[config.mk]
export PLATFORM = sky130hd
export DESIGN_NAME = bop_multi_tracker
export DESIGN_NICKNAME = d
export VERILOG_FILES = /design/src/rtl/bop_multi_tracker.sv
export SDC_FILE = /design/constraint.sdc
export NUM_CORES = 2
export LEC_CHECK = 0
export CELL_PAD_IN_SITES_DETAIL_PLACEMENT = 0
export CELL_PAD_IN_SITES_GLOBAL_PLACEMENT = 2
export CORE_MARGIN = 5
export CORE_UTILIZATION = 25
export CTS_CLUSTER_SIZE = 8
export DETAILED_ROUTE_END_ITERATION = 8
export PLACE_DENSITY_LB_ADDON = 0.1
export SLEW_MARGIN = 20
export SYNTH_ARGS = -nofsm -noshare
export SYNTH_HDL_FRONTEND = slang
export SYNTH_SLANG_ARGS = --single-unit
[constraint.sdc]
create_clock -name clk_i -period 9.4 [get_ports clk_i]
set_input_delay 1.88 -clock clk_i [delete_from_list [all_inputs] [get_ports clk_i]]
set_output_delay 1.88 -clock clk_i [all_outputs]
set_load 0.03 [all_outputs]
[src/rtl/bop_multi_tracker.sv]
// Buffer-overflow protection: tracks contiguous store runs, commits long
// runs to a circular range table and flags suspicious loads against it.
module bop_multi_tracker #(
  parameter int          NUM_TRACK = 2,
  parameter int          DEPTH     = 8,
  parameter int          MIN_RUN   = 16,
  parameter int          TIMEOUT   = 6,
  parameter int          BIG_RUN   = 100,
  parameter logic [31:0] EXCL_MASK = 32'h0000_0104
) (
  input  logic                         clk_i,
  input  logic                         rst_ni,
  input  logic                         instr_valid_i,
  input  logic                         en_i,
  input  logic [31:0]                  pc_i,
  input  logic                         is_store_i,
  input  logic                         is_load_i,
  input  logic [1:0]                   size_i,
  input  logic [4:0]                   rs1_i,
  input  logic [4:0]                   rd_i,
  input  logic [31:0]                  addr_i,
  input  logic                         clr_i,
  output logic                         hit_o,
  output logic                         alarm_o,
  output logic [1:0]                   alarm_cause_o,
  output logic [$clog2(DEPTH+1)-1:0]   entries_o,
  output logic                         busy_o
);

  localparam int PW = $clog2(DEPTH);
  localparam int EW = $clog2(DEPTH+1);

  typedef enum logic [1:0] {T_IDLE, T_ACTIVE, T_RETIRE} tst_e;

  tst_e        st_q   [NUM_TRACK];
  tst_e        st_d   [NUM_TRACK];
  logic [31:0] beg_q  [NUM_TRACK];
  logic [31:0] beg_d  [NUM_TRACK];
  logic [31:0] nxt_q  [NUM_TRACK];
  logic [31:0] nxt_d  [NUM_TRACK];
  logic [31:0] cnt_q  [NUM_TRACK];
  logic [31:0] cnt_d  [NUM_TRACK];
  logic [3:0]  tmr_q  [NUM_TRACK];
  logic [3:0]  tmr_d  [NUM_TRACK];
  logic        shv_q  [NUM_TRACK];
  logic        shv_d  [NUM_TRACK];
  logic [31:0] sbeg_q [NUM_TRACK];
  logic [31:0] sbeg_d [NUM_TRACK];
  logic [31:0] snxt_q [NUM_TRACK];
  logic [31:0] snxt_d [NUM_TRACK];
  logic [31:0] scnt_q [NUM_TRACK];
  logic [31:0] scnt_d [NUM_TRACK];

  logic        tv_q   [DEPTH];
  logic        tv_d   [DEPTH];
  logic [31:0] ts_q   [DEPTH];
  logic [31:0] ts_d   [DEPTH];
  logic [31:0] tl_q   [DEPTH];
  logic [31:0] tl_d   [DEPTH];
  logic [31:0] tlen_q [DEPTH];
  logic [31:0] tlen_d [DEPTH];
  logic        tbig_q [DEPTH];
  logic        tbig_d [DEPTH];

  logic [PW-1:0] wr_ptr_q, wr_ptr_d;
  logic [EW-1:0] ent_q, ent_d;
  logic [31:0]   last_pc_q, last_pc_d;
  logic [4:0]    lrd_q, lrd_d;
  logic          lrdv_q, lrdv_d;
  logic          alarm_q, alarm_d;
  logic [1:0]    cause_q, cause_d;

  logic                 acc, trk, age, ldv, wl, bl;
  logic                 hit, first_big, chain, fbr;
  logic [31:0]          sz;
  logic [NUM_TRACK-1:0] ext_sel, alc_sel, ev_sel, cm_sel;
  logic                 ext_any, alc_any, ev_any, cm_any, best_v;
  logic [3:0]           best_t;
  logic [31:0]          w_beg, w_nxt, w_cnt;
  logic                 busy;

  always_comb begin
    st_d     = st_q;
    beg_d    = beg_q;
    nxt_d    = nxt_q;
    cnt_d    = cnt_q;
    tmr_d    = tmr_q;
    shv_d    = shv_q;
    sbeg_d   = sbeg_q;
    snxt_d   = snxt_q;
    scnt_d   = scnt_q;
    tv_d     = tv_q;
    ts_d     = ts_q;
    tl_d     = tl_q;
    tlen_d   = tlen_q;
    tbig_d   = tbig_q;
    wr_ptr_d = wr_ptr_q;
    ent_d    = ent_q;
    last_pc_d = last_pc_q;
    lrd_d    = lrd_q;
    lrdv_d   = lrdv_q;
    alarm_d  = alarm_q;
    cause_d  = cause_q;

    acc = instr_valid_i && !clr_i && (pc_i != last_pc_q);
    sz  = 32'd1 << size_i;
    trk = acc && en_i && is_store_i && (size_i != 2'd3)
          && !EXCL_MASK[rs1_i];
    age = acc && en_i;
    ldv = acc && is_load_i && (size_i != 2'd3);
    wl  = ldv && (size_i == 2'd2);
    bl  = ldv && (size_i == 2'd0);

    ext_sel = '0;
    ext_any = 1'b0;
    for (int i = 0; i < NUM_TRACK; i++) begin
      // a retiring tracker's shadow run may keep growing while it drains
      if (trk && !ext_any &&
          ((st_q[i] == T_ACTIVE && nxt_q[i] == addr_i) ||
           (st_q[i] == T_RETIRE && shv_q[i] && snxt_q[i] == addr_i))) begin
        ext_sel[i] = 1'b1;
        ext_any    = 1'b1;
      end
    end

    alc_sel = '0;
    alc_any = 1'b0;
    for (int i = 0; i < NUM_TRACK; i++) begin
      if (trk && !ext_any && !alc_any && st_q[i] == T_IDLE) begin
        alc_sel[i] = 1'b1;
        alc_any    = 1'b1;
      end
    end

    ev_sel = '0;
    best_v = 1'b0;
    best_t = '0;
    for (int i = 0; i < NUM_TRACK; i++) begin
      if (trk && !ext_any && !alc_any && st_q[i] == T_ACTIVE &&
          (!best_v || tmr_q[i] < best_t)) begin
        best_v    = 1'b1;
        best_t    = tmr_q[i];
        ev_sel    = '0;
        ev_sel[i] = 1'b1;
      end
    end
    ev_any = best_v;

    cm_sel = '0;
    cm_any = 1'b0;
    w_beg  = '0;
    w_nxt  = '0;
    w_cnt  = '0;
    for (int i = 0; i < NUM_TRACK; i++) begin
      if (!cm_any && st_q[i] == T_RETIRE) begin
        cm_sel[i] = 1'b1;
        cm_any    = 1'b1;
        w_beg     = beg_q[i];
        w_nxt     = nxt_q[i];
        w_cnt     = cnt_q[i];
      end
    end

    for (int i = 0; i < NUM_TRACK; i++) begin
      if (ext_sel[i]) begin
        if (st_q[i] == T_ACTIVE) begin
          nxt_d[i] = addr_i + sz;
          cnt_d[i] = cnt_q[i] + sz;
          tmr_d[i] = 4'(TIMEOUT);
        end else begin
          snxt_d[i] = addr_i + sz;
          scnt_d[i] = scnt_q[i] + sz;
        end
      end else if (alc_sel[i]) begin
        st_d[i]  = T_ACTIVE;
        beg_d[i] = addr_i;
        nxt_d[i] = addr_i + sz;
        cnt_d[i] = sz;
        tmr_d[i] = 4'(TIMEOUT);
      end else if (ev_any && ev_sel[i]) begin
        st_d[i]   = T_RETIRE;
        shv_d[i]  = 1'b1;
        sbeg_d[i] = addr_i;
        snxt_d[i] = addr_i + sz;
        scnt_d[i] = sz;
      end else if (age && st_q[i] == T_ACTIVE) begin
        if (tmr_q[i] == 4'd0) st_d[i] = T_RETIRE;
        else                  tmr_d[i] = tmr_q[i] - 4'd1;
      end
      if (cm_sel[i]) begin
        if (shv_d[i]) begin
          st_d[i]  = T_ACTIVE;
          beg_d[i] = sbeg_d[i];
          nxt_d[i] = snxt_d[i];
          cnt_d[i] = scnt_d[i];
          tmr_d[i] = 4'(TIMEOUT);
          shv_d[i] = 1'b0;
        end else begin
          st_d[i] = T_IDLE;
        end
      end
    end

    if (cm_any && w_cnt > 32'(MIN_RUN)) begin
      tv_d[wr_ptr_q]   = 1'b1;
      ts_d[wr_ptr_q]   = w_beg;
      tl_d[wr_ptr_q]   = w_nxt - 32'd1;
      tlen_d[wr_ptr_q] = w_cnt;
      tbig_d[wr_ptr_q] = w_cnt > 32'(BIG_RUN);
      wr_ptr_d         = wr_ptr_q + 1'b1;
      if (ent_q != EW'(DEPTH)) ent_d = ent_q + 1'b1;
    end

    hit       = 1'b0;
    first_big = 1'b0;
    for (int e = 0; e < DEPTH; e++) begin
      if (tv_q[e] && ts_q[e] <= addr_i && addr_i <= tl_q[e]) hit = 1'b1;
      if (tv_q[e] && addr_i == ts_q[e] && tlen_q[e] > 32'd8)
        first_big = 1'b1;
    end

    chain = wl && hit && lrdv_q && (rs1_i == lrd_q);
    fbr   = bl && first_big;
    if (wl) begin
      lrdv_d = hit;
      if (hit) lrd_d = rd_i;
    end
    if (!alarm_q && (chain || fbr)) begin
      alarm_d = 1'b1;
      cause_d = chain ? 2'd1 : 2'd2;
    end
    if (acc) last_pc_d = pc_i;

    if (clr_i) begin
      for (int i = 0; i < NUM_TRACK; i++) begin
        st_d[i]   = T_IDLE;
        beg_d[i]  = '0;
        nxt_d[i]  = '0;
        cnt_d[i]  = '0;
        tmr_d[i]  = '0;
        shv_d[i]  = 1'b0;
        sbeg_d[i] = '0;
        snxt_d[i] = '0;
        scnt_d[i] = '0;
      end
      for (int e = 0; e < DEPTH; e++) begin
        tv_d[e]   = 1'b0;
        ts_d[e]   = '0;
        tl_d[e]   = '0;
        tlen_d[e] = '0;
        tbig_d[e] = 1'b0;
      end
      wr_ptr_d = '0;
      ent_d    = '0;
      lrd_d    = '0;
      lrdv_d   = 1'b0;
      alarm_d  = 1'b0;
      cause_d  = 2'd0;
    end
  end

  always_ff @(posedge clk_i or negedge rst_ni) begin
    if (!rst_ni) begin
      for (int i = 0; i < NUM_TRACK; i++) begin
        st_q[i]   <= T_IDLE;
        beg_q[i]  <= '0;
        nxt_q[i]  <= '0;
        cnt_q[i]  <= '0;
        tmr_q[i]  <= '0;
        shv_q[i]  <= 1'b0;
        sbeg_q[i] <= '0;
        snxt_q[i] <= '0;
        scnt_q[i] <= '0;
      end
      for (int e = 0; e < DEPTH; e++) begin
        tv_q[e]   <= 1'b0;
        ts_q[e]   <= '0;
        tl_q[e]   <= '0;
        tlen_q[e] <= '0;
        tbig_q[e] <= 1'b0;
      end
      wr_ptr_q  <= '0;
      ent_q     <= '0;
      last_pc_q <= '0;
      lrd_q     <= '0;
      lrdv_q    <= 1'b0;
      alarm_q   <= 1'b0;
      cause_q   <= 2'd0;
    end else begin
      st_q      <= st_d;
      beg_q     <= beg_d;
      nxt_q     <= nxt_d;
      cnt_q     <= cnt_d;
      tmr_q     <= tmr_d;
      shv_q     <= shv_d;
      sbeg_q    <= sbeg_d;
      snxt_q    <= snxt_d;
      scnt_q    <= scnt_d;
      tv_q      <= tv_d;
      ts_q      <= ts_d;
      tl_q      <= tl_d;
      tlen_q    <= tlen_d;
      tbig_q    <= tbig_d;
      wr_ptr_q  <= wr_ptr_d;
      ent_q     <= ent_d;
      last_pc_q <= last_pc_d;
      lrd_q     <= lrd_d;
      lrdv_q    <= lrdv_d;
      alarm_q   <= alarm_d;
      cause_q   <= cause_d;
    end
  end

  always_comb begin
    busy = 1'b0;
    for (int i = 0; i < NUM_TRACK; i++)
      if (st_q[i] != T_IDLE) busy = 1'b1;
  end

  assign hit_o         = hit;
  assign alarm_o       = alarm_q;
  assign alarm_cause_o = cause_q;
  assign entries_o     = ent_q;
  assign busy_o        = busy;

endmodule

==> run metrics <==
Initial Util=between 20% and 30%; # setup viols final=0; Pins Over Slew Limit=0; final worst setup slack=0.925 ns; antenna violations before repair=28; Sequential Power Share=between 40% and 50%; Detailed Route Iter0 Violations=a little under 4k; Tcrit/Tclk final=approximately 90%; Total Nets Final=between 7k and 8k; DP Wirelength=209000 µm; maximum VDD drop=about 130 µV; Synth Flop Type=dfrtp_1; CP required=about 7.5 ns; Slew HR=a little over a fifth; Max Clk Rate=118 MHz; CTS-repair resized insts=0; final WL=307000 µm; synthesized net count=approximately 7.4k; detailed-route DRC error count=0; Post-Synth XOR/XNOR Area=under 10%; Net Sw Frac=26.4%; vias per cell=5.19; Layout fillers=27.7k; CTS tree=yes; CP max FO=17; pre-CTS WS=0.847 ns; max-cap violations=0; DRT Pass-1 Iters=5; P_sw=~3.2 mW; vias in the first global route=around 55k; Avg Cell Area, Syn=9.86 µm²; Area growth, synth to finish=16.7%; Internal Power=approximately 9.0 mW; Synthesis Warnings=0; core area=265000 µm²; Yosys cell types=94; Mapped Cells=6741; latest clock arrival within the worst-skew pair=~0.85 ns; Power Density=between 150 and 200 nW/µm²; number of flops mapped to enable cells by yosys=0; Setup crit end kind=primary output; RSZ-0062 raised after global routing=false; setup_tns=0 ns; Die Wd=approximately 530 µm; Final Util=between 20% and 30%; DP Area=between 70000 and 80000 µm²; multi-input logic area=approximately 34000 µm²; cts hold-fix bufs=0; Inst Count DP=about 10k; Clock Sinks=1222; Clock transition at path regs=approximately 0.050 ns; die area=276000 µm²; Final Power=roughly 12 mW; routing usage on met1=a little under a third; Synth Area in Simple Gates=13.6%; Seq/Total Area, Yosys=a little under half; Synth Register Bits=roughly 1.2k; Slew @ Worst Pin=1.18 ns; port bufs=between 90 and 100; outcome=complete, no violations; Ports=just over 90; per-cell routed wire length=between 20 and 30 µm; cts bufs inserted=~180; GR peak layer=met2; Leak=approximately 34 nW; mux share of post-synthesis cell area=~3.7%; GR Util All Layers=21.6%; H-tree depth=4; gr ovfl total=0; cell area after synthesis=about 66000 µm²; largest family of logic cells by synthesized area=compound AO/OA/AOI/OAI gates; Period minus WS final=8.47 ns; Final Instance Area=77600 µm²; Fin. Hold Viols=0; Vias=about 54k; pin count of the biggest net entering global routing=about 140; Storage cell area=around 31000 µm²; GR Layer Usage met2=between 30% and 40%; Detail Route Antenna Nets=0; # Post-CTS Setup Buffers=0; height of the chip=526 µm; RePlAce Congestion=between 0.8 and 0.9; HP Class=flop to flop; clk_skew=~0.065 ns; met3 Track Usage GR=around 2.6%; Max clock buf depth=4; post-synthesis adder-cell area fraction=a little over 10%; Combinational Power Share=about 7.8%; root buf cell=clkbuf_16; layout cells sized above 1=approximately a tenth; asr flop ratio synth=100%; post-synthesis compound-gate area fraction=around a fifth; kind of critical path=primary input to primary output; worst path arrival time=6.59 ns; FP Rows=~190; startpoint types=primary input; first-pass GRT wire length=approximately 430000 µm; Clk pwr share=between 40% and 50%; final hold slack=between 0.4 and 0.5 ns; fin cells=10.5k
-- power by group through the flow --
stage	Sequential, mW	Combinational [mW]	Clock [mW]
after floorplan	5.41	0.420	0
after global placement	5.41	0.963	0
after detailed placement	5.41	0.968	0
after CTS	5.32	0.971	6.23
after global routing	5.32	1.04	6.40
final	5.32	0.952	6.00
-- kinds of logic (layout without fill, tap and decap cells) --
kind of cell	count (synthesis)	in the layout
XOR/XNOR	238	238
other	0	9
multiplexers	241	241
flip-flops	1222	1222
adder cells (fa/ha/maj)	546	546
AND/OR/NAND/NOR	1889	1889
buffers and inverters	737	916
AO/OA/AOI/OAI	1868	1868
-- state kept, by name, summed over array words and instances, names as in the netlist --
name	flops
tl_q	256
tlen_q	256
ts_q	256
beg_q	64
cnt_q	64
nxt_q	64
sbeg_q	64
scnt_q	64
snxt_q	64
last_pc_q	32
tmr_q	8
tv_q	8
lrd_q	5
entries_o	4
st_q	4
wr_ptr_q	3
alarm_cause_o	2
shv_q	2
alarm_o	1
lrdv_q	1
-- worst max-delay path, cell delays in order --
cell and delay (ns):
clkdlybuf4s50_1 0.63, buf_4 0.48, ha_1 0.27, nand4_1 0.20
nor4bb_1 0.54, o221ai_1 0.25, a21oi_1 0.81, a2111oi_0 0.17
a32oi_1 0.22, o2111ai_1 0.42, or2_2 0.49, buf_4 0.18
-- layout by cell type (no fill, tap or decap), types with 56 or more instances in the layout --
cell / netlist / layout
a22oi_1: 70 / 56
o21ai_0: 627 / 627
nor3_1: 75 / 73
a22o_1: 185 / 185
o2bb2ai_1: 66 / 66
nand4_1: 186 / 186
clkdlybuf4s50_1: 0 / 72
nor4_1: 120 / 117
nor2_1: 319 / 314
nand3_1: 145 / 137
o22ai_1: 68 / 68
dfrtp_1: 1222 / 1222
nand2_1: 798 / 790
mux2i_1: 196 / 196
buf_4: 3 / 224
a2bb2oi_1: 65 / 65
inv_1: 362 / 362
xor2_1: 89 / 82
xnor2_1: 147 / 128
clkbuf_16: 0 / 183
o211ai_1: 73 / 73
ha_1: 541 / 541
a21oi_1: 264 / 264
-- Yosys cell counts (29+ instances only) --
master / instances / area share (%)
nor4_1: 120 / 1.1
ha_1: 541 / 10
nand2_1: 798 / 4.5
a22oi_1: 70 / 0.79
nor2_1: 319 / 1.8
nor2b_1: 37 / 0.35
dfrtp_1: 1222 / 46
a21oi_1: 264 / 2.0
a21o_1: 54 / 0.61
a211oi_1: 52 / 0.59
mux2i_1: 196 / 3.0
nor3_1: 75 / 0.56
and3_1: 39 / 0.37
a2bb2oi_1: 65 / 0.86
xnor2_1: 147 / 1.9
o31ai_1: 55 / 0.62
clkbuf_1: 226 / 1.3
o21ai_0: 627 / 4.7
buf_2: 129 / 0.97
nand3_1: 145 / 1.1
a22o_1: 185 / 2.4
nand4_1: 186 / 1.8
o2bb2ai_1: 66 / 0.87
o221ai_1: 33 / 0.43
mux2_2: 45 / 0.76
inv_1: 362 / 2.0
o22ai_1: 68 / 0.64
xor2_1: 89 / 1.2
o31a_1: 45 / 0.59
a31oi_1: 41 / 0.39
and3b_1: 29 / 0.38
o211ai_1: 73 / 0.82
-- cell type report --
class / instances / share of cell area [%]
timing repair buffer: 337 / 3.70
clock buffer: 211 / 6.12
inverter: 363 / 1.76
clock inverter: 5 / 0.0565
tap: 3533 / 5.70
sequential: 1222 / 39.4
multi-input combinational: 4782 / 43.2
antenna: 9 / 0.0290
-- path summary, 6_finish.rpt --
kind / from / to / slack [ns] / cells past startpoint
max in group asynchronous: rst_ni / beg_q[53]$_DFF_PN0_ / 6.24 / 3
setup reg to reg: st_q[0]$_DFFE_PN0P_ / tlen_q[7]$_DFFE_PN0P_ / 3.17 / 11
hold reg to reg: tlen_q[194]$_DFFE_PN0P_ / tlen_q[194]$_DFFE_PN0P_ / 0.47 / 2
hold / removal: tlen_q[194]$_DFFE_PN0P_ / tlen_q[194]$_DFFE_PN0P_ / 0.47 / 2
min in group asynchronous: rst_ni / ts_q[80]$_DFFE_PN0P_ / 1.00 / 1
setup / recovery: addr_i[27] / hit_o / 0.93 / 12
-- metal layers --
| layer | vias up | part of all wire [%] |
|---|---|---|
| met1 | 28019 | 48 |
| met4 | 2 | 2.6 |
| met2 | 1155 | 46 |
| li1 | 24802 | - |
| met5 | - | 0.0042 |
| met3 | 348 | 3.9 |
(Power assumes the default switching activity.)
